**config.mk**
```make
export PLATFORM = sky130hd
export DESIGN_NAME = ysyx_041461_stage_reg_flat
export DESIGN_NICKNAME = d
export VERILOG_FILES = /design/src/rtl/ysyx_041461_stage_reg_if.sv /design/src/rtl/ysyx_041461_stage_reg.sv /design/src/flat_wrapper.sv
export SDC_FILE = /design/constraint.sdc
export NUM_CORES = 1
export LEC_CHECK = 0
export BUFFER_PORTS_ARGS = -buffer_cell sky130_fd_sc_hd__buf_2
export CAP_MARGIN = 10
export CORE_ASPECT_RATIO = 1.1
export CORE_MARGIN = 4
export CORE_UTILIZATION = 59
export DETAILED_ROUTE_END_ITERATION = 10
export PLACE_DENSITY = 0.85
export SYNTH_ARGS = -nofsm -noshare
export SYNTH_HDL_FRONTEND = slang
export SYNTH_SLANG_ARGS = --single-unit
```
**constraint.sdc**
```tcl
create_clock -name clk -period 3.4 [get_ports clk]
set_input_delay 0.51 -clock clk [delete_from_list [all_inputs] [get_ports clk]]
set_output_delay 0.51 -clock clk [all_outputs]
set_load 0.1 [all_outputs]
```
**src/rtl/ysyx_041461_stage_reg_if.sv**
```systemverilog
// Handshake bundle for one pipeline boundary: upstream offer/accept on the
// in_* side, downstream present/consume on the out_* side.
interface ysyx_041461_stage_reg_if #(
    parameter int unsigned WIDTH = 32'd64
);
    logic             in_valid;
    logic             in_ready;
    logic [WIDTH-1:0] in_data;
    logic             out_valid;
    logic             out_ready;
    logic [WIDTH-1:0] out_data;

    // Surrounding pipeline: drives the offer and the downstream ready.
    modport master (
        output in_valid,
        output in_data,
        output out_ready,
        input  in_ready,
        input  out_valid,
        input  out_data
    );

    // Stage register itself.
    modport slave (
        input  in_valid,
        input  in_data,
        input  out_ready,
        output in_ready,
        output out_valid,
        output out_data
    );
endinterface

```
**src/rtl/ysyx_041461_stage_reg.sv**
```systemverilog
// Pipeline stage register with valid/ready handshake and a one-entry skid
// buffer. in_ready, out_valid and out_data all come straight from flops, so
// there is no combinational path from out_ready back to in_ready. The skid
// entry absorbs the one offer that can slip in while in_ready is still high
// for the cycle after downstream stalls.
module ysyx_041461_stage_reg #(
    parameter int unsigned      WIDTH       = 32'd64,
    parameter logic [WIDTH-1:0] RESET_VALUE = {WIDTH{1'b0}}
) (
    input  logic                         clk,
    input  logic                         rst,
    input  logic                         flush,
    ysyx_041461_stage_reg_if.slave       bus
);

    typedef enum logic [1:0] {
        ST_EMPTY = 2'd0,
        ST_FULL  = 2'd1,
        ST_SKID  = 2'd2
    } state_e;

    state_e           state_r;
    logic             out_valid_r;
    logic             in_ready_r;
    logic [WIDTH-1:0] out_data_r;
    logic [WIDTH-1:0] skid_data_r;

    logic             accept_s;
    logic             consume_s;

    assign bus.in_ready  = in_ready_r;
    assign bus.out_valid = out_valid_r;
    assign bus.out_data  = out_data_r;

    // Handshake qualifiers for the current cycle.
    always_comb begin
        accept_s  = 1'b0;
        consume_s = 1'b0;
        if (bus.in_valid && in_ready_r) begin
            accept_s = 1'b1;
        end else begin
            accept_s = 1'b0;
        end
        if (out_valid_r && bus.out_ready) begin
            consume_s = 1'b1;
        end else begin
            consume_s = 1'b0;
        end
    end

    // Occupancy FSM with registered handshake outputs and data movement.
    always_ff @(posedge clk) begin
        if (rst) begin
            state_r     <= ST_EMPTY;
            out_valid_r <= 1'b0;
            in_ready_r  <= 1'b1;
            out_data_r  <= RESET_VALUE;
            skid_data_r <= RESET_VALUE;
        end else if (flush) begin
            // Squash occupancy only; data registers keep their last contents.
            state_r     <= ST_EMPTY;
            out_valid_r <= 1'b0;
            in_ready_r  <= 1'b1;
        end else begin
            case (state_r)
                ST_EMPTY: begin
                    if (accept_s) begin
                        out_data_r  <= bus.in_data;
                        state_r     <= ST_FULL;
                        out_valid_r <= 1'b1;
                        in_ready_r  <= 1'b1;
                    end else begin
                        state_r     <= ST_EMPTY;
                        out_valid_r <= 1'b0;
                        in_ready_r  <= 1'b1;
                    end
                end
                ST_FULL: begin
                    if (accept_s && consume_s) begin
                        out_data_r  <= bus.in_data;
                        state_r     <= ST_FULL;
                        out_valid_r <= 1'b1;
                        in_ready_r  <= 1'b1;
                    end else if (accept_s) begin
                        // Downstream stalled while we were still ready: park it.
                        skid_data_r <= bus.in_data;
                        state_r     <= ST_SKID;
                        out_valid_r <= 1'b1;
                        in_ready_r  <= 1'b0;
                    end else if (consume_s) begin
                        // out_data keeps the stale value; it is marked invalid.
                        state_r     <= ST_EMPTY;
                        out_valid_r <= 1'b0;
                        in_ready_r  <= 1'b1;
                    end else begin
                        state_r     <= ST_FULL;
                        out_valid_r <= 1'b1;
                        in_ready_r  <= 1'b1;
                    end
                end
                ST_SKID: begin
                    if (consume_s) begin
                        out_data_r  <= skid_data_r;
                        state_r     <= ST_FULL;
                        out_valid_r <= 1'b1;
                        in_ready_r  <= 1'b1;
                    end else begin
                        state_r     <= ST_SKID;
                        out_valid_r <= 1'b1;
                        in_ready_r  <= 1'b0;
                    end
                end
                default: begin
                    state_r     <= ST_EMPTY;
                    out_valid_r <= 1'b0;
                    in_ready_r  <= 1'b1;
                end
            endcase
        end
    end

endmodule

```
**src/flat_wrapper.sv**
```systemverilog
// flat-port wrapper written by rule: the top's interface ports become plain ports
module ysyx_041461_stage_reg_flat 
#(
    parameter int unsigned      WIDTH       = 32'd64,
    parameter logic [WIDTH-1:0] RESET_VALUE = {WIDTH{1'b0}}
)
  (clk, rst, flush, bus_in_valid, bus_in_data, bus_out_ready, bus_in_ready, bus_out_valid, bus_out_data);
  ysyx_041461_stage_reg_if #(.WIDTH(WIDTH)) bus_i ();
  input  logic clk;
  input  logic rst;
  input  logic flush;
  input wire logic [$bits(bus_i.in_valid)-1:0] bus_in_valid;
  input wire logic [$bits(bus_i.in_data)-1:0] bus_in_data;
  input wire logic [$bits(bus_i.out_ready)-1:0] bus_out_ready;
  output wire logic [$bits(bus_i.in_ready)-1:0] bus_in_ready;
  output wire logic [$bits(bus_i.out_valid)-1:0] bus_out_valid;
  output wire logic [$bits(bus_i.out_data)-1:0] bus_out_data;
  assign bus_i.in_valid = bus_in_valid;
  assign bus_i.in_data = bus_in_data;
  assign bus_i.out_ready = bus_out_ready;
  assign bus_in_ready = bus_i.in_ready;
  assign bus_out_valid = bus_i.out_valid;
  assign bus_out_data = bus_i.out_data;
  ysyx_041461_stage_reg #(.WIDTH(WIDTH), .RESET_VALUE(RESET_VALUE)) u_core (.clk(clk), .rst(rst), .flush(flush), .bus(bus_i));
endmodule
```
==> impl_metrics.csv, run 1 <==
group,metric,value,unit
sta,clock.fmax,455,MHz
yosys,yosys-top-cells-area,"dfxtp_1, mux2_4, mux2i_1, nor2b_1, nand3_1",
critical_path,r2r_setup_slack,1200,ps
yosys,ys_types,29,
drt,highest-signal-layer,"met4",
yosys,seq_area_frac_synth,41.3,%
sta,final.min_clock_period,2200,ps
place,gp_congestion,0.832,
place,dp.cells,900,
yosys,synth_top_area_share,41.3,%
global_routing,antenna_found_initial,0,
finish,num-fill-cells,718,
sta,timing.final.crit_share,64.6,%
yosys,synth_edf_count,0,
clock_tree,cts_resized,0,
yosys,synth-compound-area-share,11.9,%
global_routing,track_usage,25.3,%
yosys,synth_area,6400,sq um
drt,drc,0,
power_and_ir_drop,leakagePower,3.25,nW
yosys,ys_async_sr_fraction,0,%
min_path,min_to,"u_core.skid_data_r[12]$_SDFFE_PP0P_",
sta,skew,6.74,ps
yosys,synth_flop_cell,"dfxtp_1",
drt,wirelength,15.6,mm
yosys,syn_avg_cell_area,9.46,sq um
critical_path,start_kind,"register",
floorplanning,start_util,61.0,%
finish,multi_input_area,3460,sq um
global_routing,grt_max_degree,76,
clock_tree,cts_buffer_depth,2,
drt,dr_wl_met2,7.74,mm
floorplanning,fp.dieW,107,microns
floorplanning,dieArea,12600,sq um
power_and_ir_drop,ir_drop,0.000343,V
finish,drive_gt1_share,31.1,%
critical_path,cp.arrival,2490,ps
clock_tree,post_cts_buffers,0,
clock_tree,insertion_delay,410,ps
critical_path,max_stage_delay,440,ps
floorplanning,io_pins,135,
sta,tightest_slew,859,ps
yosys,yosys-top-cells-count,"dfxtp_1, nand3_1, a21oi_1, nor2_1, o21ai_0",
min_path,hold_path.class,"in -> reg",
drt,dr_total_vias,5317,
drt,ant_nets,0,
yosys,syn-instance-count,676,
clock_tree,path_clk_slew,60,ps
critical_path,cp.required,3700,ps
clock_tree,cts_tree,"done",
yosys,ys_ff_latch,132,
finish,ff_latch_area,2640,sq um
critical_path,cp_slowest_cell,"buf_12",
drt,met3_length,1.01,mm
yosys,synth_top_family_by_area,"multiplexers",
global_routing,grt_pass1_wl,25.3,mm
flow_run,maxCapViolations,0,
place,dp_hpwl,9.92,mm
place,pre_cts_ws,1070,ps
sta,setup_viol,0,
sta,finalSetupTns,0,ps
clock_tree,cts-root-buf,"clkbuf_16",
critical_path,path_max_fanout,64,
sta,hold_viol_final,0,
yosys,syn_nets,751,
critical_path,critical_path.endpoint_type,"register",
drt,met1_length,6.58,mm
drt,drtIter0Drc,395,
critical_path,path_cells,"inv_1, ha_4, a21bo_2, o2111ai_4, buf_12, mux2_2",
place,io_buffers,134,
finish,final_cell_count_no_fill,933,
clock_tree,htree_levels,4,
sta,setup_slack,1200,ps
critical_path,r2r_end,"u_core.bus.out_data[26]$_SDFFE_PP0P_",
yosys,synth_most_common_cell,"dfxtp_1",
critical_path,cp_top_family,"buffers and inverters",
yosys,synthMuxAreaShare,24.8,%
clock_tree,cts.sinks,132,
yosys,yosys.area_share.simple,15.8,%
drt,viasPerCell,5.70,
floorplanning,fp-row-count,39,
power_and_ir_drop,power_density,572,nW/um^2
global_routing,grt_pass1_vias,5200,
finish,area_growth,20.9,%
min_path,holdPathStages,3,
finish,nets,852,
sta,slew_violations,0,
sta,slew-limit-headroom,42.7,%
critical_path,worst-path-buf-inv,2,
critical_path,reg2reg_depth,6,
critical_path,reg2reg_from,"u_core.state_r[0]$_SDFF_PP0_",
min_path,hold_start,"bus_in_data[12]",
yosys,synthXorXnorAreaFrac,0,%
drt,wl_per_cell,16.8,microns
yosys,yosys_warnings,0,
outcome,status,"complete, no violations",
floorplanning,die_h,117,microns
critical_path,critical_path_class,"reg -> reg",
clock_tree,cts_hold_buf,0,
yosys,synth.largest_area_cell,"dfxtp_1",
finish,diodes,0,
floorplanning,core,10500,sq um
sta,rsz0062_at_grt,"no",
clock_tree,cts_buffers,17,
global_routing,gr-total-overflow,0,
drt,drt-pass1-iter-count,5,
yosys,synth_adder_area_share,1.17,%
-- cell type report --
| type | instances | share of cell area (%) |
|---|---|---|
| Tap cell | 143 | 2.31 |
| Clock buffer | 22 | 6.00 |
| Clock inverter | 10 | 2.30 |
| Sequential cell | 132 | 34.2 |
| Multi-Input combinational cell | 477 | 44.8 |
| Timing Repair Buffer | 145 | 10.3 |
| Inverter | 4 | 0.194 |
-- layer usage --
layer  vias up  global-route usage [%]
met3        31                    6.36
met1      2551                    31.4
met5         -                       0
met2       191                    42.2
li1       2544                       -
met4         0                    10.4
-- layout by cell type (no fill, tap or decap), drive strengths merged, types with 2 or more instances in the layout --
cell type / instances
ha: 6
clkinv: 4
nor2b: 64
nor2: 66
mux2i: 64
a21bo: 2
a31oi: 2
bufinv: 5
buf: 145
clkbuf: 22
a21oi: 67
dfxtp: 132
o21ai: 65
nand3: 67
inv: 4
mux2: 64
-- where the power goes --
group | internal (mW) | switching (mW)
combinational | 0.212 | 0.574
clock | 1.33 | 0.663
sequential | 1.61 | 0.0341
-- worst reg2reg max path, stage by stage, from the launching register on --
cell and delay (ps):
dfxtp_1 350, inv_1 150, ha_4 360, a21bo_2 290
o2111ai_4 80, buf_12 440, mux2_2 410
-- logic make-up (layout without fill, tap and decap cells) --
logic type               count (synthesis)  after routing
AO/OA/AOI/OAI                          142            142
adder cells (fa/ha/maj)                  6              6
buffers and inverters                   67            181
flip-flops                             132            132
multiplexers                           128            128
AND/OR/NAND/NOR                        201            201
-- worst max path at each step --
| stage | end | from | cells past startpoint |
|---|---|---|---|
| 3_3_place_gp | u_core.skid_data_r[56]$_SDFFE_PP0P_ | bus_in_valid | 4 |
| 3_5_place_dp | u_core.skid_data_r[31]$_SDFFE_PP0P_ | bus_in_valid | 4 |
| 5_1_grt | u_core.skid_data_r[11]$_SDFFE_PP0P_ | u_core.state_r[1]$_SDFF_PP0_ | 6 |
| 6_report | u_core.bus.out_data[26]$_SDFFE_PP0P_ | u_core.state_r[0]$_SDFF_PP0_ | 6 |
| 2_1_floorplan | u_core.bus.out_data[0]$_SDFFE_PP0P_ | u_core.bus.out_valid$_SDFF_PP0_ | 5 |
| 4_1_cts | u_core.skid_data_r[51]$_SDFFE_PP0P_ | u_core.state_r[1]$_SDFF_PP0_ | 5 |
-- stage by stage --
stage | utilization, % | hold slack, ps | instance area [sq um] | power (mW)
after floorplan | - | 454 | 6400 | 2.30
after global placement | 67.4 | 458 | 7070 | 2.43
after detailed placement | 67.4 | 466 | 7070 | 2.45
after CTS | 73.5 | 340 | 7710 | 4.44
after global routing | 73.7 | 352 | 7730 | 4.57
final | 73.7 | 356 | 7730 | 4.42
-- state kept, by name, summed over array words and instances (netlist names) --
signal,count
u_core.bus.in_ready,1
u_core.state_r,2
u_core.bus.out_valid,1
u_core.bus.out_data,64
u_core.skid_data_r,64
Note: power is estimated with default switching activity, not from simulation.
==> run 2, diff against run 1 <==
CORE_UTILIZATION = 50   (was 59)
PLACE_DENSITY = 0.77   (was 0.85)
clock period = 1.9 ns   (was 3.4 ns; I/O delays follow)
==> run 2 against run 1 <==
- final area grew 1.4%
- non-clock buffer count up 9
- final cell count is 2.4% higher
- die area increased by 17%
- sequential cell count unchanged
- maximum frequency is 22% higher
- utilization shrank 11 points
- clock-buffer cell count up 5
- worst hold slack lost 230 ps
- combinational power rose by 84%
- via count is 0.77% lower
- power is 69% higher
- critical path type unchanged
- largest cell class unchanged
==> impl_metrics.csv, run 2 (synthesis results as in run 1) <==
group,metric,value,unit
clock_tree,cts_tree,"done",
flow_run,maxCapViolations,0,
power_and_ir_drop,power_density,951,nW/um^2
place,dp_hpwl,9.95,mm
floorplanning,dieArea,14700,sq um
sta,skew,7.35,ps
sta,timing.final.crit_share,94.9,%
finish,final_design_area_no_fill,7840,sq um
critical_path,critical_path_class,"reg -> reg",
drt,wl_per_cell,16.2,microns
global_routing,antenna_found_initial,0,
min_path,hold_path.class,"in -> reg",
drt,wirelength,15.5,mm
finish,area_growth,22.6,%
finish,final_cell_count_no_fill,955,
critical_path,r2r_setup_slack,100,ps
finish,final_cell_mix,"buf_2, dfxtp_1, nor2_1, nand3_1, a21oi_1",
power_and_ir_drop,power_frac_clock,41.1,%
sta,slew-limit-headroom,61.7,%
sta,setup_viol,0,
sta,rsz0062_at_grt,"no",
clock_tree,path_clk_slew,50,ps
critical_path,path_max_fanout,8,
sta,hold_viol_final,0,
floorplanning,fp-row-count,43,
critical_path,reg2reg_depth,7,
drt,drc,0,
finish,num-fill-cells,1042,
drt,drtIter0Drc,238,
sta,final.min_clock_period,1800,ps
global_routing,grt_pass1_vias,5205,
finish,ff_latch_area,2650,sq um
global_routing,grt_pass1_wl,24.7,mm
power_and_ir_drop,switchingPower,2.21,mW
sta,slew_violations,0,
finish,layout_commonest_cell,"buf_2",
drt,dr_total_vias,5276,
finish,diodes,0,
finish,nets,861,
clock_tree,cts-root-buf,"clkbuf_16",
place,placed_area,7180,sq um
floorplanning,start_util,50.8,%
power_and_ir_drop,p_int,5.25,mW
global_routing,grt_max_degree,88,
outcome,status,"complete, no violations",
sta,timing.hold.ws,128,ps
power_and_ir_drop,seqPwrFrac,39.4,%
min_path,holdPathStages,3,
global_routing,gr-total-overflow,0,
floorplanning,fp.dieW,116,microns
sta,tightest_slew,575,ps
clock_tree,cts_buffers,17,
drt,ant_nets,0,
finish,drive_gt1_share,32.3,%
power_and_ir_drop,p_sw_share,29.6,%
place,dp.cells,919,
critical_path,critical_path.endpoint_type,"register",
power_and_ir_drop,leakagePower,3.29,nW
clock_tree,htree_levels,4,
sta,setup_slack,97.1,ps
place,io_buffers,134,
power_and_ir_drop,ir_drop,0.000621,V
clock_tree,cts_buffer_depth,2,
floorplanning,core,12600,sq um
critical_path,cp.required,2200,ps
sta,clock.fmax,555,MHz
power_and_ir_drop,combPwrFrac,19.5,%
clock_tree,insertion_delay,420,ps
power_and_ir_drop,power.total,7.46,mW
finish,multi_input_area,3470,sq um
sta,finalSetupTns,0,ps
critical_path,start_kind,"register",
drt,drt-pass1-iter-count,5,
global_routing,track_usage,21.1,%
critical_path,cp.arrival,2100,ps
clock_tree,cts.sinks,132,
clock_tree,cts_hold_buf,0,
floorplanning,die_h,127,microns
finish,fin_util,62.3,%
place,gp_congestion,0.758,
drt,viasPerCell,5.52,
place,pre_cts_ws,1.83,ps
floorplanning,io_pins,135,
-- run 2: worst max-delay path, stage by stage, from the launching register on --
cell and delay (ps):
dfxtp_2 370, inv_1 100, ha_1 220, a21bo_2 210, o2111ai_4 130, buf_4 190
clkbuf_16 170, mux2_4 300
-- run 2: what timing repair did --
action,in CTS,in global routing
buffers inserted,0,2
pin swaps,1,1
gates cloned,0,3
endpoints found under the setup margin,1,71
gates resized for setup,0,4
endpoints found under the hold margin,0,0
-- run 2: final cells by class --
cell class	instances	share of cell area, %
clock buffer	27	6.54
clock inverter	4	0.574
inverter	4	0.191
multi-input combinational	477	44.3
sequential	132	33.8
tap	157	2.50
timing repair buffer	154	12.1
-- run 2: path summary, 6_finish.rpt --
path | start | endpoint
max | u_core.state_r[0]$_SDFF_PP0_ | u_core.bus.out_data[49]$_SDFFE_PP0P_
min | bus_in_data[14] | u_core.skid_data_r[14]$_SDFFE_PP0P_
max reg2reg | u_core.state_r[0]$_SDFF_PP0_ | u_core.bus.out_data[49]$_SDFFE_PP0P_
min reg2reg | u_core.skid_data_r[36]$_SDFFE_PP0P_ | u_core.skid_data_r[36]$_SDFFE_PP0P_
-- run 2: power groups by stage --
stage	clock network [mW]	logic, mW	registers, mW
CTS	3.13	1.42	2.94
global route	3.25	1.53	2.95
global placement	0	1.39	2.99
floorplan	0	0.506	3.61
finish	3.07	1.45	2.94
detailed placement	0	1.42	2.99
-- run 2: metal layers --
metal | part of all wire, % | vias up | global-route usage, % | wire (microns)
met5 | 0 | - | 0 | 0
met4 | 2.1 | 0 | 9.56 | 323
met3 | 6.4 | 27 | 5.49 | 998
met2 | 49 | 179 | 35.0 | 7660
met1 | 42 | 2509 | 25.6 | 6510
li1 | - | 2561 | - | -
